$ cat src/rtl/sc_pkg.sv
// -----------------------------------------------------------------------------
// sc_pkg
// Shared definitions for the stochastic-computing lane: controller state type,
// default operand width and stream length, and the stream-count width helper
// used by the controller's length counter and by the DRU.
// Optional feature macro used by this slice: SC_STREAM_CTRL_ABORT_EN.
// -----------------------------------------------------------------------------
package sc_pkg;

  localparam int SC_N_DEFAULT    = 4;
  localparam int SC_SLEN_DEFAULT = 15;

  typedef enum logic [2:0] {
    SC_IDLE  = 3'd0,
    SC_CLEAR = 3'd1,
    SC_RUN   = 3'd2,
    SC_DRAIN = 3'd3,
    SC_DONE  = 3'd4
  } sc_ctrl_state_t;

  // Bits needed to count 0..slen inclusive.
  function automatic int sc_cnt_width(input int slen);
    return (slen < 1) ? 1 : $clog2(slen + 1);
  endfunction

endpackage

$ cat src/rtl/sc_stream_ctrl_if.sv
// -----------------------------------------------------------------------------
// sc_stream_ctrl_if
// Host-side operand and result handshakes of one stochastic-computing lane.
//   in_valid/in_ready/in_a/in_b     : operand pair from the host
//   out_valid/out_ready/out_res     : de-randomized result back to the host
// Modports: master = host side, slave = controller side.
// -----------------------------------------------------------------------------
interface sc_stream_ctrl_if #(
  parameter int N = sc_pkg::SC_N_DEFAULT
) ();

  logic         in_valid;
  logic         in_ready;
  logic [N-1:0] in_a;
  logic [N-1:0] in_b;
  logic         out_valid;
  logic         out_ready;
  logic [N-1:0] out_res;

  modport master (
    output in_valid, in_a, in_b, out_ready,
    input  in_ready, out_valid, out_res
  );

  modport slave (
    input  in_valid, in_a, in_b, out_ready,
    output in_ready, out_valid, out_res
  );

endinterface

$ cat src/rtl/sc_len_counter.sv
// -----------------------------------------------------------------------------
// sc_len_counter
// Stream-length counter. Cleared by clr, advances by one while en is high,
// and flags tc when the count equals SLEN-1 (the last stream cycle).
// Ports: clk, rst (sync, active high), clr, en, tc.
// -----------------------------------------------------------------------------
module sc_len_counter
  import sc_pkg::*;
#(
  parameter int SLEN = SC_SLEN_DEFAULT
) (
  input  logic clk,
  input  logic rst,
  input  logic clr,
  input  logic en,
  output logic tc
);

  localparam int            CW   = sc_cnt_width(SLEN);
  localparam logic [CW-1:0] LAST = CW'(SLEN - 1);

  logic [CW-1:0] cnt_q;
  logic [CW-1:0] cnt_d;

  // Next count: clear wins over enable.
  always_comb begin
    cnt_d = cnt_q;
    if (clr) begin
      cnt_d = {CW{1'b0}};
    end else if (en) begin
      cnt_d = cnt_q + CW'(1);
    end else begin
      cnt_d = cnt_q;
    end
  end

  // Count register.
  always_ff @(posedge clk) begin
    if (rst) begin
      cnt_q <= {CW{1'b0}};
    end else begin
      cnt_q <= cnt_d;
    end
  end

  assign tc = (cnt_q == LAST);

endmodule

$ cat src/rtl/sc_stream_ctrl.sv
// -----------------------------------------------------------------------------
// sc_stream_ctrl
// Sequencer for one stochastic-computing lane: accepts an operand pair, pulses
// sng_rst to clear the SNG LFSRs and DRU count, enables the stream for SLEN
// cycles, waits one drain cycle, captures dru_cnt and offers it on out_res.
// Ports:
//   clk, rst            clock, synchronous active-high reset
//   abort               (only with SC_STREAM_CTRL_ABORT_EN) drop current job
//   bus                 operand/result handshakes (slave modport)
//   sng_a, sng_b        held operands to the SNGs
//   sng_rst, sng_en     datapath clear pulse and stream enable
//   dru_cnt             DRU ones-count
//   busy                controller not in IDLE
// All control outputs are flops loaded from the next state, so none of them
// has a combinational path from an input.
// -----------------------------------------------------------------------------
module sc_stream_ctrl
  import sc_pkg::*;
#(
  parameter int N    = SC_N_DEFAULT,
  parameter int SLEN = SC_SLEN_DEFAULT
) (
  input  logic         clk,
  input  logic         rst,
`ifdef SC_STREAM_CTRL_ABORT_EN
  input  logic         abort,
`endif
  sc_stream_ctrl_if.slave bus,
  output logic [N-1:0] sng_a,
  output logic [N-1:0] sng_b,
  output logic         sng_rst,
  output logic         sng_en,
  input  logic [N-1:0] dru_cnt,
  output logic         busy
);

  sc_ctrl_state_t state_q, state_d;
  logic [N-1:0]   sng_a_q, sng_a_d;
  logic [N-1:0]   sng_b_q, sng_b_d;
  logic [N-1:0]   out_res_q, out_res_d;
  logic           in_ready_q, busy_q, sng_en_q, sng_rst_q, out_valid_q;
  logic           abort_s;
  logic           tc_s;

`ifdef SC_STREAM_CTRL_ABORT_EN
  assign abort_s = abort;
`else
  assign abort_s = 1'b0;
`endif

  sc_len_counter #(.SLEN(SLEN)) u_len_counter (
    .clk (clk),
    .rst (rst),
    .clr (state_q == SC_CLEAR),
    .en  (state_q == SC_RUN),
    .tc  (tc_s)
  );

  // Next state, operand latch and result capture.
  always_comb begin
    state_d   = state_q;
    sng_a_d   = sng_a_q;
    sng_b_d   = sng_b_q;
    out_res_d = out_res_q;
    case (state_q)
      SC_IDLE: begin
        if (bus.in_valid && in_ready_q) begin
          sng_a_d = bus.in_a;
          sng_b_d = bus.in_b;
          state_d = SC_CLEAR;
        end else begin
          state_d = SC_IDLE;
        end
      end
      SC_CLEAR: begin
        if (abort_s) begin
          state_d = SC_IDLE;
        end else begin
          state_d = SC_RUN;
        end
      end
      SC_RUN: begin
        if (abort_s) begin
          state_d = SC_IDLE;
        end else if (tc_s) begin
          state_d = SC_DRAIN;
        end else begin
          state_d = SC_RUN;
        end
      end
      SC_DRAIN: begin
        // The DRU has absorbed the final stream bit by the end of this cycle.
        if (abort_s) begin
          state_d = SC_IDLE;
        end else begin
          out_res_d = dru_cnt;
          state_d   = SC_DONE;
        end
      end
      SC_DONE: begin
        if (bus.out_ready) begin
          state_d = SC_IDLE;
        end else begin
          state_d = SC_DONE;
        end
      end
      default: begin
        state_d = SC_IDLE;
      end
    endcase
  end

  // State, datapath holds and next-state-decoded control outputs.
  always_ff @(posedge clk) begin
    if (rst) begin
      state_q     <= SC_IDLE;
      sng_a_q     <= {N{1'b0}};
      sng_b_q     <= {N{1'b0}};
      out_res_q   <= {N{1'b0}};
      in_ready_q  <= 1'b0;
      busy_q      <= 1'b0;
      sng_en_q    <= 1'b0;
      sng_rst_q   <= 1'b0;
      out_valid_q <= 1'b0;
    end else begin
      state_q     <= state_d;
      sng_a_q     <= sng_a_d;
      sng_b_q     <= sng_b_d;
      out_res_q   <= out_res_d;
      in_ready_q  <= (state_d == SC_IDLE);
      busy_q      <= (state_d != SC_IDLE);
      sng_en_q    <= (state_d == SC_RUN);
      sng_rst_q   <= (state_d == SC_CLEAR);
      out_valid_q <= (state_d == SC_DONE);
    end
  end

  assign bus.in_ready  = in_ready_q;
  assign bus.out_valid = out_valid_q;
  assign bus.out_res   = out_res_q;
  assign sng_a         = sng_a_q;
  assign sng_b         = sng_b_q;
  assign sng_rst       = sng_rst_q;
  assign sng_en        = sng_en_q;
  assign busy          = busy_q;

endmodule

$ cat src/flat_wrapper.sv
// flat-port wrapper written by rule: the top's interface ports become plain ports
module sc_stream_ctrl_flat import sc_pkg::*;
#(
  parameter int N    = SC_N_DEFAULT,
  parameter int SLEN = SC_SLEN_DEFAULT
)
  (clk, rst, sng_a, sng_b, sng_rst, sng_en, dru_cnt, busy, bus_in_valid, bus_in_a, bus_in_b, bus_out_ready, bus_in_ready, bus_out_valid, bus_out_res);
  sc_stream_ctrl_if #(.N(N)) bus_i ();
  input  logic clk;
  input  logic rst;
  output logic [N-1:0] sng_a;
  output logic [N-1:0] sng_b;
  output logic sng_rst;
  output logic sng_en;
  input  logic [N-1:0] dru_cnt;
  output logic busy;
  input wire logic [$bits(bus_i.in_valid)-1:0] bus_in_valid;
  input wire logic [$bits(bus_i.in_a)-1:0] bus_in_a;
  input wire logic [$bits(bus_i.in_b)-1:0] bus_in_b;
  input wire logic [$bits(bus_i.out_ready)-1:0] bus_out_ready;
  output wire logic [$bits(bus_i.in_ready)-1:0] bus_in_ready;
  output wire logic [$bits(bus_i.out_valid)-1:0] bus_out_valid;
  output wire logic [$bits(bus_i.out_res)-1:0] bus_out_res;
  assign bus_i.in_valid = bus_in_valid;
  assign bus_i.in_a = bus_in_a;
  assign bus_i.in_b = bus_in_b;
  assign bus_i.out_ready = bus_out_ready;
  assign bus_in_ready = bus_i.in_ready;
  assign bus_out_valid = bus_i.out_valid;
  assign bus_out_res = bus_i.out_res;
  sc_stream_ctrl #(.N(N), .SLEN(SLEN)) u_core (.clk(clk), .rst(rst), .bus(bus_i), .sng_a(sng_a), .sng_b(sng_b), .sng_rst(sng_rst), .sng_en(sng_en), .dru_cnt(dru_cnt), .busy(busy));
endmodule
$ cat config.mk
export PLATFORM = sky130hd
export DESIGN_NAME = sc_stream_ctrl_flat
export DESIGN_NICKNAME = d
export VERILOG_FILES = /design/src/rtl/sc_pkg.sv /design/src/rtl/sc_stream_ctrl_if.sv /design/src/rtl/sc_len_counter.sv /design/src/rtl/sc_stream_ctrl.sv /design/src/flat_wrapper.sv
export SDC_FILE = /design/constraint.sdc
export NUM_CORES = 1
export LEC_CHECK = 0
export ABC_CLOCK_PERIOD_IN_PS = 3700
export CORE_MARGIN = 3
export CORE_UTILIZATION = 47
export DETAILED_ROUTE_END_ITERATION = 6
export HOLD_SLACK_MARGIN = 0.06
export MAX_ROUTING_LAYER = met4
export PLACE_DENSITY = 0.82
export SETUP_SLACK_MARGIN = 0.02
export SYNTH_ARGS = -nofsm -noshare
export SYNTH_HDL_FRONTEND = slang
export SYNTH_SLANG_ARGS = --single-unit
$ cat constraint.sdc
create_clock -name clk -period 3.7 [get_ports clk]
set_clock_uncertainty 0.15 [all_clocks]
set_input_delay 0.74 -clock clk [delete_from_list [all_inputs] [get_ports clk]]
set_output_delay 0.74 -clock clk [all_outputs]
set_load 0.01 [all_outputs]
==> flow_summary_export.csv, run 1 <==
group,metric,value,unit
clock_tree,cts_buffer_depth,2,
floorplan,die_h,51.9,um
floorplan,dieArea,0.00270,mm2
synthesis,yosysTopAreaCellShare,48.5,%
synthesis,syn_area_per_cell,10.2,um2
placed_design,portBuffers,32,
floorplan,ioPinCount,33,
clock_tree,cts_tree,"built",
setup_path,endpoint_kind,"primary output",
floorplan,num_rows,15,
setup_path,critical_path_arrival,1.22,ns
cells_and_area,fin_util,71.0,%
timing,worst_slew_pin_slew,0.867,ns
grt,grt_usage,16.6,%
grt,grt_antenna_before_repair,0,
pwr,ir_worst_vdd,0.291,mV
synthesis,post-synth-top-area-cell,"dfxtp_1",
timing,fin_setup_tns,0,ns
timing,clock.fmax,475,MHz
synthesis,synthesis.area,991,um2
setup_path,path_class,"reg2out",
setup_path,reg2regPathDepth,4,
pwr,p_per_area,351,mW/mm2
floorplan,start_util,53.3,%
setup_path,cp_top_family,"buffers and inverters",
synthesis,yosysWarnings,0,
cells_and_area,nFillCells,129,
clock_tree,cts_resized,0,
setup_path,critical-path-max-stage-delay,0.54,ns
setup_path,setup.worst_path.start_class,"flip-flop",
clock_tree,cts_setup_buffers,0,
clock_tree,cts_root_buf,"clkbuf_4",
synthesis,ys_ff_latch,24,
placed_design,place.gp.congestion,0.710,
timing,hold_viol_final,0,
clock_tree,worstSkewPairLatency,0.31,ns
setup_path,startpoint,"u_core.sng_b[0]",
timing,period_share,57.0,%
timing,finalCriticalPeriod,2.11,ns
timing,rsz0062_at_grt,"no",
setup_path,critPathMaxFanout,2,
clock_tree,cts_sinks,24,
routing,drtAntennaViolNets,0,
synthesis,netlist_instances,97,
routing,via_per_inst,5.16,
setup_path,slowest_stage,"clkdlybuf4s50_1",
pwr,p_leak,0.515,nW
setup_path,required,2.81,ns
setup_path,endpoint,"sng_b[0]",
status,status,"finished, final reports clean",
routing,drcViolationCount,0,
grt,grt_max_degree,24,
timing,timing.final.ws_setup,1.59,ns
synthesis,synth_most_common_cell,"dfxtp_1",
synthesis,synthArstFlopShare,0,%
synthesis,synthTopCellsByArea,"dfxtp_1, mux2i_1, nor2_1",
timing,drv_slew,0,
cells_and_area,drive_gt1_share,7.14,%
synthesis,ys.flop_type,"dfxtp_1",
synthesis,syn-num-nets,115,
synthesis,yosysSeqAreaShare,48.5,%
cells_and_area,syn_to_final_growth,33.2,%
routing,drt_iter0_drc,12,
synthesis,yosys.cell_types.count,30,
worst_hold_path,hold_path_class,"reg2reg",
clock_tree,cts_inserted_buffers,3,
grt,overflow,0,
routing,drt-pass1-iter-count,4,
setup_path,worst_r2r_endpoint,"u_core.sng_b[0]",
clock_tree,clkTransAtPathRegs,0.12,ns
placed_design,dp_hpwl,1390,um
grt,grt_pass1_vias,778,
run,max-cap-violations,0,
routing,wirelength,1910,um
timing,whs,0.358,ns
setup_path,path_depth,1,
floorplan,coreArea,0.00186,mm2
cells_and_area,final_net_count,146,
routing,wl_per_cell,12.6,um
floorplan,chipWidth,51.9,um
setup_path,r2r_slack,1.86,ns
setup_path,r2r_start,"u_core.state_q[1]",
setup_path,path_buf_inv,1,
synthesis,synth_commonest_cells,"dfxtp_1, nor2_1, mux2i_1, a21oi_1, o21ai_0",
timing,slew_headroom,42.0,%
placed_design,pre_cts_ws,1.26,ns
setup_path,path_cells,"clkdlybuf4s50_1",
cells_and_area,diodes,0,
clock_tree,htree_levels,1,
synthesis,synth-edff-count,0,
routing,dr_total_vias,779,
clock_tree,postCtsHoldBufs,0,
grt,grt_first_pass_wirelength,3370,um
timing,setup_viol,0,
==> flip-flops by register name (all words and copies together), names as in the netlist, 3 cells and up <==
register	cells
u_core.bus.out_res	4
u_core.sng_a	4
u_core.sng_b	4
u_core.state_q	3
u_core.u_len_counter.cnt_q	4
==> layout by cell type, fill, tap and decap left out, types with 2 or more instances in the layout <==
master           count
a21oi_1              7
clkbuf_4             3
clkdlybuf4s50_1     32
dfxtp_1             24
ha_1                 2
mux2i_1             12
nand2_1              3
nand2b_1             2
nand3b_1             2
nor2_1              13
nor3_1               2
nor3_2               3
o21ai_0              4
==> area by class of cell <==
type / count / area [um2] / share of cell area (%)
inverters: 1 / 3.75 / 0.284
well taps: 25 / 31.3 / 2.37
multi-input cells: 66 / 462 / 35.0
flip-flops and latches: 24 / 480 / 36.4
repair buffers: 32 / 320 / 24.3
clock buffers: 3 / 22.5 / 1.71
==> worst min-delay path by stage <==
stage | from | endpoint | depth (start not counted)
6_report | u_core.sng_b[1] | u_core.sng_b[1] | 2
2_1_floorplan | u_core.u_len_counter.cnt_q[2] | u_core.u_len_counter.cnt_q[2] | 2
5_1_grt | u_core.sng_a[1] | u_core.sng_a[1] | 2
4_1_cts | u_core.sng_b[1] | u_core.sng_b[1] | 2
3_3_place_gp | u_core.sng_a[0] | u_core.sng_a[0] | 2
3_5_place_dp | u_core.sng_a[1] | u_core.sng_a[1] | 2
==> stage by stage <==
step	cell area, um2	instances	power [mW]
after floorplan	991	97	0.324
final	1320	151	0.463
after detailed placement	1300	148	0.360
after global placement	1300	148	0.358
after global routing	1320	151	0.482
after CTS	1320	151	0.467
==> report_power, final <==
part | leakage (nW) | switching, mW | internal (mW)
Clock | 0.0138 | 0.0723 | 0.0381
Sequential | 0.195 | 0.00976 | 0.270
Combinational | 0.306 | 0.0290 | 0.0444
==> cells by family (layout without fill, tap and decap cells) <==
| family | count (synthesis) | in the layout | share of synthesized area (%) |
|---|---|---|---|
| DFF | 24 | 24 | 48.5 |
| AOI/OAI and AO/OA | 14 | 14 | 7.83 |
| buffers and inverters | 7 | 36 | 4.92 |
| muxes | 12 | 12 | 12.1 |
| adders and majority gates | 2 | 2 | 2.52 |
| xor gates and xnor gates | 2 | 2 | 1.77 |
| and+or+nand+nor | 36 | 36 | 22.3 |
==> layer usage <==
metal | part of all wire, % | wire (um) | vias up | global-route usage [%]
met2 | 48 | 919 | 22 | 28.7
met1 | 46 | 879 | 363 | 19.6
met3 | 5.0 | 96 | 2 | 4.30
met4 | 0.47 | 9 | 0 | 2.62
met5 | 0 | 0 | - | -
li1 | - | - | 392 | -
Power figures use the tool's default switching activity.
==> run 2: changes to the inputs <==
--- a/config.mk
+++ b/config.mk
@@ -5,13 +5,13 @@
 export SDC_FILE = /design/constraint.sdc
 export NUM_CORES = 1
 export LEC_CHECK = 0
-export ABC_CLOCK_PERIOD_IN_PS = 3700
+export ABC_CLOCK_PERIOD_IN_PS = 2080
 export CORE_MARGIN = 3
-export CORE_UTILIZATION = 47
+export CORE_UTILIZATION = 44
 export DETAILED_ROUTE_END_ITERATION = 6
 export HOLD_SLACK_MARGIN = 0.06
 export MAX_ROUTING_LAYER = met4
-export PLACE_DENSITY = 0.82
+export PLACE_DENSITY = 0.77
 export SETUP_SLACK_MARGIN = 0.02
 export SYNTH_ARGS = -nofsm -noshare
 export SYNTH_HDL_FRONTEND = slang
==> constraint.sdc (replaced) <==
create_clock -name clk -period 2.08 [get_ports clk]
set_clock_uncertainty 0.15 [all_clocks]
set_input_delay 0.416 -clock clk [delete_from_list [all_inputs] [get_ports clk]]
set_output_delay 0.416 -clock clk [all_outputs]
set_load 0.01 [all_outputs]
==> flow_summary_export.csv, run 2 (synthesized netlist as in run 1, its figures left out) <==
group,metric,value,unit
floorplan,coreArea,0.00204,mm2
timing,hold_viol_final,0,
placed_design,portBuffers,32,
setup_path,slowest_stage,"clkdlybuf4s50_1",
routing,drtAntennaViolNets,0,
timing,slew_headroom,70.8,%
worst_hold_path,whs_path_depth,2,
timing,setup_viol,0,
clock_tree,cts_inserted_buffers,3,
pwr,p_leak,0.544,nW
worst_hold_path,hold_path_class,"reg2reg",
routing,wl_per_cell,13.2,um
setup_path,path_class,"reg2out",
setup_path,worst_r2r_endpoint,"u_core.busy",
run,max-cap-violations,0,
placed_design,place.gp.congestion,0.657,
routing,dr_total_vias,792,
cells_and_area,layout_commonest_cell,"clkdlybuf4s50_1",
floorplan,start_util,48.5,%
cells_and_area,diodes,0,
floorplan,die_h,53.5,um
clock_tree,worstSkewPairLatency,0.32,ns
timing,worst_slew_pin_slew,0.438,ns
routing,via_per_inst,5.04,
placed_design,dp_hpwl,1530,um
setup_path,r2r_start,"u_core.state_q[0]",
setup_path,critical_path_arrival,1.26,ns
floorplan,dieArea,0.00286,mm2
cells_and_area,final_net_count,149,
clock_tree,cts_setup_buffers,0,
timing,finalCriticalPeriod,1.83,ns
setup_path,critPathMaxFanout,2,
grt,grt_first_pass_wirelength,3670,um
cells_and_area,drive_gt1_share,10.0,%
clock_tree,htree_levels,1,
grt,grt_antenna_before_repair,0,
setup_path,endpoint_kind,"primary output",
clock_tree,cts_buffer_depth,2,
setup_path,path_buf_inv,1,
cells_and_area,final_cell_mix,"clkdlybuf4s50_1, dfxtp_1, nor2_1",
clock_tree,cts_root_buf,"clkbuf_4",
clock_tree,cts_sinks,24,
clock_tree,clkTransAtPathRegs,0.14,ns
routing,wirelength,2070,um
pwr,p_per_area,706,mW/mm2
floorplan,num_rows,16,
setup_path,path_cells,"clkdlybuf4s50_1",
grt,overflow,0,
setup_path,r2r_slack,0.46,ns
pwr,ir_worst_vdd,0.727,mV
cells_and_area,fin_util,67.3,%
cells_and_area,final_cells,157,
clock_tree,cts_tree,"built",
status,status,"finished, final reports clean",
routing,drcViolationCount,0,
timing,fin_setup_tns,0,ns
routing,drt_iter0_drc,6,
placed_design,dp.cells,153,
timing,drv_slew,0,
clock_tree,cts_resized,0,
timing,clock.fmax,547,MHz
floorplan,ioPinCount,33,
setup_path,setup.worst_path.start_class,"flip-flop",
timing,period_share,87.9,%
floorplan,chipWidth,53.5,um
routing,drt-pass1-iter-count,3,
grt,grt_usage,18.5,%
setup_path,cp_top_family,"buffers and inverters",
setup_path,critical-path-max-stage-delay,0.56,ns
worst_hold_path,hold_path_end,"u_core.sng_a[1]",
timing,whs,0.364,ns
timing,rsz0062_at_grt,"no",
cells_and_area,nFillCells,179,
setup_path,required,1.51,ns
setup_path,reg2regPathDepth,5,
cells_and_area,syn_to_final_growth,38.8,%
grt,grt_max_degree,15,
grt,grt_pass1_vias,812,
worst_hold_path,hold_start,"u_core.sng_a[1]",
clock_tree,postCtsHoldBufs,0,
## run 2: per-layer routing
metal / vias up / share of wire [%] / GRT usage [%]
met5: - / 0 / -
met2: 20 / 49 / 30.6
met3: 2 / 5.6 / 5.63
li1: 401 / - / -
met1: 369 / 44 / 20.4
met4: 0 / 1.2 / 7.66
## run 2: how the worst max path moves through the flow
stage                      startpoint              end  slack, ns  cells past startpoint
floorplan           u_core.state_q[1]  u_core.sng_b[3]       0.67                      6
detailed placement       bus_in_valid  u_core.sng_b[0]       0.28                      5
CTS                   u_core.sng_a[2]         sng_a[2]       0.23                      1
global route          u_core.sng_a[2]         sng_a[2]       0.21                      1
finish                u_core.sng_a[2]         sng_a[2]       0.25                      1
global placement         bus_in_valid  u_core.sng_b[0]       0.32                      5
## run 2: layout make-up
type	count	area (um2)	area share [%]
flip-flops and latches	24	480	34.9
clock inverters	1	30.0	2.18
multi-input cells	66	462	33.6
repair buffers	35	343	24.9
well taps	27	33.8	2.46
clock buffers	3	22.5	1.64
inverters	1	3.75	0.273
## run 2: through the flow
stage	instance area, um2	total power [mW]	setup WS, ns
floorplan	991	0.576	0.674
global placement	1320	0.642	0.315
detailed placement	1320	0.645	0.281
CTS	1380	0.984	0.229
global route	1380	1.02	0.208
finish	1380	0.970	0.252
## run 2: power by group
| part | switching [mW] | internal [mW] |
|---|---|---|
| combinational | 0.0532 | 0.0834 |
| sequential | 0.0175 | 0.480 |
| clock | 0.141 | 0.195 |
| total | 0.212 | 0.759 |
==> run 3: changes to the inputs <==
--- a/config.mk
+++ b/config.mk
@@ -8,6 +8,7 @@
 export ABC_CLOCK_PERIOD_IN_PS = 2080
 export CORE_MARGIN = 3
 export CORE_UTILIZATION = 44
+export CTS_CLUSTER_DIAMETER = 120
 export DETAILED_ROUTE_END_ITERATION = 6
 export HOLD_SLACK_MARGIN = 0.06
 export MAX_ROUTING_LAYER = met4
==> results of run 3 <==
Same layout as run 2: the final DEF is identical, and so are final timing and power.
